### src/rtl/qs_fifo_push_arb.sv
// Round-robin arbiter sharing one qs_fifo push port between NUM_REQ valid/ready producers.
// Optional per-requester accepted-word counters under `QS_FIFO_ARB_STATS_EN.
module qs_fifo_push_arb #(
  parameter int NUM_REQ   = 4,
  parameter int DATA_W    = 8,
  parameter int BURST_MAX = 4,
  localparam int ID_W     = (NUM_REQ > 1) ? $clog2(NUM_REQ) : 1
) (
  input  logic                      clk,
  input  logic                      reset_n,
  input  logic [NUM_REQ-1:0]        req_valid_i,
  input  logic [NUM_REQ*DATA_W-1:0] req_data_i,
  output logic [NUM_REQ-1:0]        req_ready_o,
  input  logic                      fifo_full_i,
  output logic                      push_o,
  output logic [DATA_W-1:0]         push_data_o,
  output logic [NUM_REQ-1:0]        grant_o,
  output logic [ID_W-1:0]           grant_id_o,
  output logic                      busy_o,
  output logic [16*NUM_REQ-1:0]     stat_cnt_o
);

  // state  | meaning
  // IDLE   | no owner; pick next valid requester from rr_ptr upward (one cycle)
  // GRANT  | owner pushes up to BURST_MAX words, stalled while the FIFO is full
  localparam logic [0:0] ST_IDLE  = 1'b0;
  localparam logic [0:0] ST_GRANT = 1'b1;

  logic [0:0]        state;
  logic [ID_W-1:0]   rr_ptr;
  logic [ID_W-1:0]   owner;
  logic [7:0]        burst_cnt;

  logic              hi_found;
  logic [ID_W-1:0]   hi_id;
  logic [ID_W-1:0]   lo_id;
  logic [ID_W-1:0]   pick_id;
  logic [ID_W-1:0]   owner_next;
  logic              any_valid;
  logic              busy;
  logic              owner_valid;
  logic [DATA_W-1:0] owner_data;
  logic              accept;
  logic              last_word;
  logic              release_grant;

  // Descending scan leaves the lowest matching index; hi_* only considers indices at or above rr_ptr.
  always_comb begin
    hi_found = 1'b0;
    hi_id    = '0;
    lo_id    = '0;
    for (int i = NUM_REQ - 1; i >= 0; i--) begin
      if (req_valid_i[i]) begin
        lo_id = ID_W'(i);
        if (ID_W'(i) >= rr_ptr) begin
          hi_found = 1'b1;
          hi_id    = ID_W'(i);
        end
      end
    end
  end

  assign any_valid = |req_valid_i;
  assign pick_id   = hi_found ? hi_id : lo_id;
  assign busy      = (state == ST_GRANT);

  always_comb begin
    owner_valid = 1'b0;
    owner_data  = '0;
    for (int i = 0; i < NUM_REQ; i++) begin
      if (ID_W'(i) == owner) begin
        owner_valid = req_valid_i[i];
        owner_data  = req_data_i[i*DATA_W +: DATA_W];
      end
    end
  end

  assign accept        = busy & owner_valid & ~fifo_full_i;
  assign last_word     = ({1'b0, burst_cnt} + 9'd1) == 9'(BURST_MAX);
  assign release_grant = busy & (~owner_valid | (accept & last_word));
  assign owner_next    = (owner == ID_W'(NUM_REQ - 1)) ? '0 : owner + ID_W'(1);

  always_ff @(posedge clk or negedge reset_n) begin
    if (!reset_n) begin
      state     <= ST_IDLE;
      rr_ptr    <= '0;
      owner     <= '0;
      burst_cnt <= '0;
    end else if (state == ST_IDLE) begin
      if (any_valid) begin
        owner     <= pick_id;
        burst_cnt <= '0;
        state     <= ST_GRANT;
      end
    end else begin
      if (release_grant) begin
        state  <= ST_IDLE;
        rr_ptr <= owner_next;
      end else if (accept) begin
        burst_cnt <= burst_cnt + 8'd1;
      end
    end
  end

  always_comb begin
    grant_o     = '0;
    req_ready_o = '0;
    for (int i = 0; i < NUM_REQ; i++) begin
      grant_o[i]     = busy && (owner == ID_W'(i));
      req_ready_o[i] = grant_o[i] & ~fifo_full_i;
    end
  end

  assign push_o      = accept;
  assign push_data_o = busy ? owner_data : '0;
  assign grant_id_o  = busy ? owner : '0;
  assign busy_o      = busy;

`ifdef QS_FIFO_ARB_STATS_EN
  logic [15:0] stat_cnt [NUM_REQ];

  always_ff @(posedge clk or negedge reset_n) begin
    if (!reset_n) begin
      for (int i = 0; i < NUM_REQ; i++) stat_cnt[i] <= '0;
    end else begin
      for (int i = 0; i < NUM_REQ; i++) begin
        if (accept && (owner == ID_W'(i)) && (stat_cnt[i] != 16'hFFFF))
          stat_cnt[i] <= stat_cnt[i] + 16'd1;
      end
    end
  end

  always_comb begin
    stat_cnt_o = '0;
    for (int i = 0; i < NUM_REQ; i++) stat_cnt_o[i*16 +: 16] = stat_cnt[i];
  end
`else
  assign stat_cnt_o = '0;
`endif

endmodule

### config.mk
export PLATFORM = sky130hd
export DESIGN_NAME = qs_fifo_push_arb
export DESIGN_NICKNAME = d
export VERILOG_FILES = /design/src/rtl/qs_fifo_push_arb.sv
export SDC_FILE = /design/constraint.sdc
export NUM_CORES = 1
export LEC_CHECK = 0
export BUFFER_PORTS_ARGS = -buffer_cell sky130_fd_sc_hd__buf_2
export CAP_MARGIN = 20
export CORE_MARGIN = 2
export CORE_UTILIZATION = 42
export DETAILED_ROUTE_END_ITERATION = 8
export GPL_ROUTABILITY_DRIVEN = 0
export PLACE_DENSITY = 0.86
export SETUP_SLACK_MARGIN = 0.02
export SYNTH_ARGS = -nofsm -noshare
export SYNTH_HDL_FRONTEND = slang
export SYNTH_SLANG_ARGS = --single-unit
### constraint.sdc
create_clock -name clk -period 2.5 [get_ports clk]
set_input_delay 0 -clock clk [delete_from_list [all_inputs] [get_ports clk]]
set_output_delay 0 -clock clk [all_outputs]
set_load 0.01 [all_outputs]
After elaboration in Yosys (flattened, before gate mapping)
Index checks and enable logic that the tools add are counted.

word-level totals
  register bits = 13
  input port bits = 39
  output and inout bits = 84
  logic and storage cells = 81

operators by class
  $add $sub $neg = 3
  order comparisons = 4
  eq/ne operators = 9
  mux-type cells = 39
  bitwise operators = 12
  reductions and logical operators = 10

operator list
  cell                                                  number
  2-to-1 mux 8 bit                                      9
  2-to-1 mux 2 bit                                      15
  2-to-1 mux 1 bit                                      15
  adder 8 x 1 -> 9 bit (second input constant)          1
  equality test 9 x 3 -> 1 bit (second input constant)  1
  adder 8 x 1 -> 8 bit (second input constant)          1
  bitwise AND 1 bit                                     8
  equality test 2 bit (first input constant)            2
  equality test 2 bit (second input constant)           2
  >= comparator 1 x 2 -> 1 bit (first input constant)   2
  >= comparator 2 bit (first input constant)            2
  logical AND 1 bit                                     4
  AND reduction 2 bit                                   2
  OR reduction 4 bit                                    1
  NOT 1 bit                                             3
  AND reduction 3 bit                                   1
  adder 2 x 1 -> 2 bit (second input constant)          1
  equality test 1 x 2 -> 1 bit (first input constant)   1
  equality test 2 x 1 -> 1 bit (second input constant)  1
  zero test 2 bit                                       1
  != test 2 x 1 -> 1 bit (second input constant)        1
  != test 2 bit (second input constant)                 1
  nonzero test 2 bit                                    1
  bitwise OR 1 bit                                      1

Depth between registers and ports, before layout
  depth after elaboration = 12
  gate-level depth with buffers = 9
  gate-level depth less buffers = 7

Worst setup path after synthesis
No wires, ideal clock.

  path kind = flip-flop to flip-flop
  from = reg owner[0]
  to = reg burst_cnt[2]
  library setup time = 124 ps
  arrival time = 1843 ps
  required time = 2376 ps
  path slack = 533 ps
  cell stages (with the launch flop) = 9
  path buffers = 1
  clock period less this slack = 1967 ps
  path through = dfrtp_1 > inv_1 > ha_1 > buf_2 > nor3b_1 > a211oi_4 > o211ai_2 > nor2b_4 > a211o_1

between the ends
  cells in the longest elaborated chain, start to end = 12
  elaborated cells between the ends (all ways) = 17
  those cells by class = eq/ne: 5; mux: 4; bitwise: 6; reduce/logical: 2

RTL lines
  what                                    line  RTL
  start: declaration                      31    logic [ID_W-1:0] owner;
  start signal: assignment                91    owner <= pick_id;
  zero test 2 bit                         71    if (ID_W'(i) == owner) begin
  2-to-1 mux 1 bit (3 in series)          71
  2-to-1 mux 1 bit *                      71
  bitwise AND 1 bit (2 in series)         78    assign accept = busy & owner_valid & ~fifo_full_i;
  bitwise AND 1 bit                       80    assign release_grant = busy & (~owner_valid | (accept & last_word));
  bitwise OR 1 bit                        80
  bitwise AND 1 bit                       80
  != test 2 bit (no source line)          n/a
  AND reduction 3 bit (no source line) *  n/a
  end signal: assignment                  100   burst_cnt <= burst_cnt + 8'd1;
  end: declaration                        32    logic [7:0] burst_cnt;

Mark *: on every way between the ends. The rest lies on a longest branch, timed or not.
A chain may end at the register's enable or synchronous reset.

Worst setup path in the final report
Same ends and word-level chain as after synthesis.

==> reports/qor.yml <==
finish:
  multiInputGateArea_sq_um: 1100
  final_util: 0.477
  layout.nets: 332
  antenna_cells: 0
  regArea_sq_um: 325
  drive_gt1_frac: 0.258
  fillers: 407
  area_growth_pct: 9.63
timing:
  slew_violations: 0
  period_share: 0.902
  whs_ns: 0.111
  period_minus_slack_ns: 2.25
  hold_violations: 0
  fmax_mhz: 444
  setup_viol: 0
  clock-skew-final_ns: 0.00221
  setup_tns_ns: 0
  rsz0062_at_grt: "no"
  finalWorstSetupSlack_ns: 0.246
placement:
  dp_slack_ns: 0.258
  portBuffers: 58
  dpl.hpwl_um: 3070
status:
  status: "finished clean"
cts:
  cts_hold_buf: 1
  cts_tree: "yes"
  clockBufferDepth: 2
  cts_root_buf: "clkbuf_8"
  clk_pin_slew_worst_paths_ns: 0.05
  ctsResizeCount: 0
  cts_sinks: 13
  clock_latency_ns: 0.24
  cts-htree-levels: 1
  numCtsBuffers: 3
  postCtsSetupRepairBufs: 0
synthesis:
  yosys-top-cells-count: "buf_4 (64), nand2_1 (23), a21oi_1 (17)"
  synth_area_leader_cell: "buf_4"
  yosysUniqueCellTypes: 43
  synth_flop_cell: "dfrtp_1"
  postSynthCellCount: 228
  ys_seq_area_frac: 0.187
  async_flop_share: 1.00
  ys_ff_latch: 13
  synth_top_area_frac: 0.276
  synth.avg_cell_area_sq_um: 7.63
  synth.most_common_cell: "buf_4"
  syn_area_sq_um: 1740
  synth_warnings: 0
  synth-edff-count: 0
  synthTopCellsByArea: "buf_4 (28%), dfrtp_1 (19%), and2_1 (5.8%)"
grt:
  overflow: 0
  antenna_found_initial: 0
  grt_pass1_wl_um: 5490
  grt_usage: 0.155
  grt_pass1_vias: 1326
  grt_max_degree: 21
hold_path:
  worstHoldPathCells: 4
  holdCritPathClass: "input pin to register"
  holdCritStartpoint: "req_valid_i[1]"
  hold_path_end: "owner[1]$_DFFE_PN0P_"
drt:
  drc: 0
  drt_first_iter_violations: 57
  viasPerCell: 4.69
  antenna_left: 0
  finalWirelength_um: 3770
  vias: 1580
  routedWlPerCell_um: 11.2
  dr.pass1.iters: 4
die:
  initial_core_util: 0.435
  die_h_um: 68.4
  die_x_um: 68.4
  rows: 23
  io_pins: 123
  fp.dieArea_sq_um: 4670
  core_area_sq_um: 4000
worst_setup_path:
  cp_data_required_time_ns: 2.63
  critPathSlowestCell: "dfrtp_1"
  arrival_ns: 2.38
  r2r_cells: 7
  regToRegSetupSlack_ns: 0.25
  crit_fanout: 11
  worstSetupPathType: "register to register"
  reg2reg_from: "owner[0]$_DFFE_PN0P_"
  end_kind: "register"
  slowest_delay_ns: 0.41
  reg2reg_to: "burst_cnt[2]$_DFFE_PN0P_"
  worstSetupStartpointType: "register"
  crit_path_cell_trace: "inv_1 -> ha_1 -> a211oi_1 -> a211oi_4 -> o211ai_2 -> nor2b_4 -> a211o_1"
run:
  drv_cap: 0
pwr:
  irDropWorstVdd_mv: 0.315
  p_leak_nw: 1.05
  power.density_nw_per_um2: 924
state kept, by name, summed over array words and instances, names as in the netlist:
name / count
burst_cnt: 8
busy_o: 1
owner: 2
rr_ptr: 2
layout make-up:
| type | count | area share |
|---|---|---|
| flip-flops and latches | 13 | 0.170 |
| clock buffers | 4 | 0.0236 |
| inverters | 5 | 0.00984 |
| repair buffers | 66 | 0.185 |
| multi-input cells | 199 | 0.578 |
| well taps | 50 | 0.0328 |
stage by stage:
| step | instance area [sq um] | power [W] | std cells |
|---|---|---|---|
| 2_1_floorplan | 1980 | 0.00129 | 291 |
| 3_3_place_gp | 1850 | 0.00154 | 332 |
| 3_5_place_dp | 1850 | 0.00158 | 332 |
| 4_1_cts | 1910 | 0.00177 | 337 |
| 5_1_grt | 1910 | 0.00194 | 337 |
| 6_report | 1910 | 0.00176 | 337 |
critical path, delay by kind of cell (launching register included):
kind                     cells  cell delay [ns]
flip-flops                   1             0.41
adder cells (fa/ha/maj)      1             0.39
AND/OR/NAND/NOR              1             0.18
buffers and inverters        1             0.14
AO/OA/AOI/OAI                4             1.01
layer usage:
layer / track usage / share of wire
met4: 0.0650 / 0.0093
met3: 0.0230 / 0.084
met5: 0 / 0
met1: 0.174 / 0.37
met2: 0.289 / 0.54
worst max path at each step:
stage | start | endpoint | slack [ns] | cells after the start
2_1_floorplan | owner[0]$_DFFE_PN0P_ | burst_cnt[2]$_DFFE_PN0P_ | 0.53 | 8
3_3_place_gp | owner[0]$_DFFE_PN0P_ | burst_cnt[2]$_DFFE_PN0P_ | 0.36 | 7
3_5_place_dp | owner[0]$_DFFE_PN0P_ | burst_cnt[3]$_DFFE_PN0P_ | 0.26 | 7
4_1_cts | owner[0]$_DFFE_PN0P_ | burst_cnt[2]$_DFFE_PN0P_ | 0.26 | 7
5_1_grt | owner[0]$_DFFE_PN0P_ | burst_cnt[2]$_DFFE_PN0P_ | 0.07 | 7
6_report | owner[0]$_DFFE_PN0P_ | burst_cnt[2]$_DFFE_PN0P_ | 0.25 | 7
kinds of logic after synthesis:
| group | synth area share |
|---|---|
| AO/OA/AOI/OAI | 0.175 |
| XOR/XNOR | 0.0101 |
| adder cells (fa/ha/maj) | 0.0359 |
| buffers and inverters | 0.315 |
| flip-flops | 0.187 |
| multiplexers | 0.0244 |
| other | 0.00215 |
| AND/OR/NAND/NOR | 0.250 |
layout by cell type (no fill, tap or decap), types with 2 or more instances in the layout:
master	Yosys	routed
nor4_1	2	2
buf_2	3	58
a22o_1	2	2
and2_1	16	16
mux2i_1	2	2
buf_4	64	7
nand2_1	23	23
nand3b_1	9	9
nor2b_1	2	2
nor3b_1	3	3
a211o_1	2	2
nor3_1	2	2
a21oi_1	17	17
nand3_1	6	6
mux2_1	2	2
conb_1	1	64
o21ai_0	10	10
a31oi_1	2	2
o21ai_1	3	3
clkbuf_8	0	3
ha_1	5	5
a21o_1	2	2
inv_1	5	5
nor2_1	7	7
xnor2_1	2	2
dfrtp_1	13	13
where the power goes:
part / internal [W] / switching (W) / total (W)
Combinational: 0.000535 / 0.000695 / 0.00123
Sequential: 0.000274 / 0.0000728 / 0.000347
Clock: 0.000113 / 0.0000746 / 0.000187
Total: 0.000922 / 0.000842 / 0.00176
(Power assumes the default switching activity.)
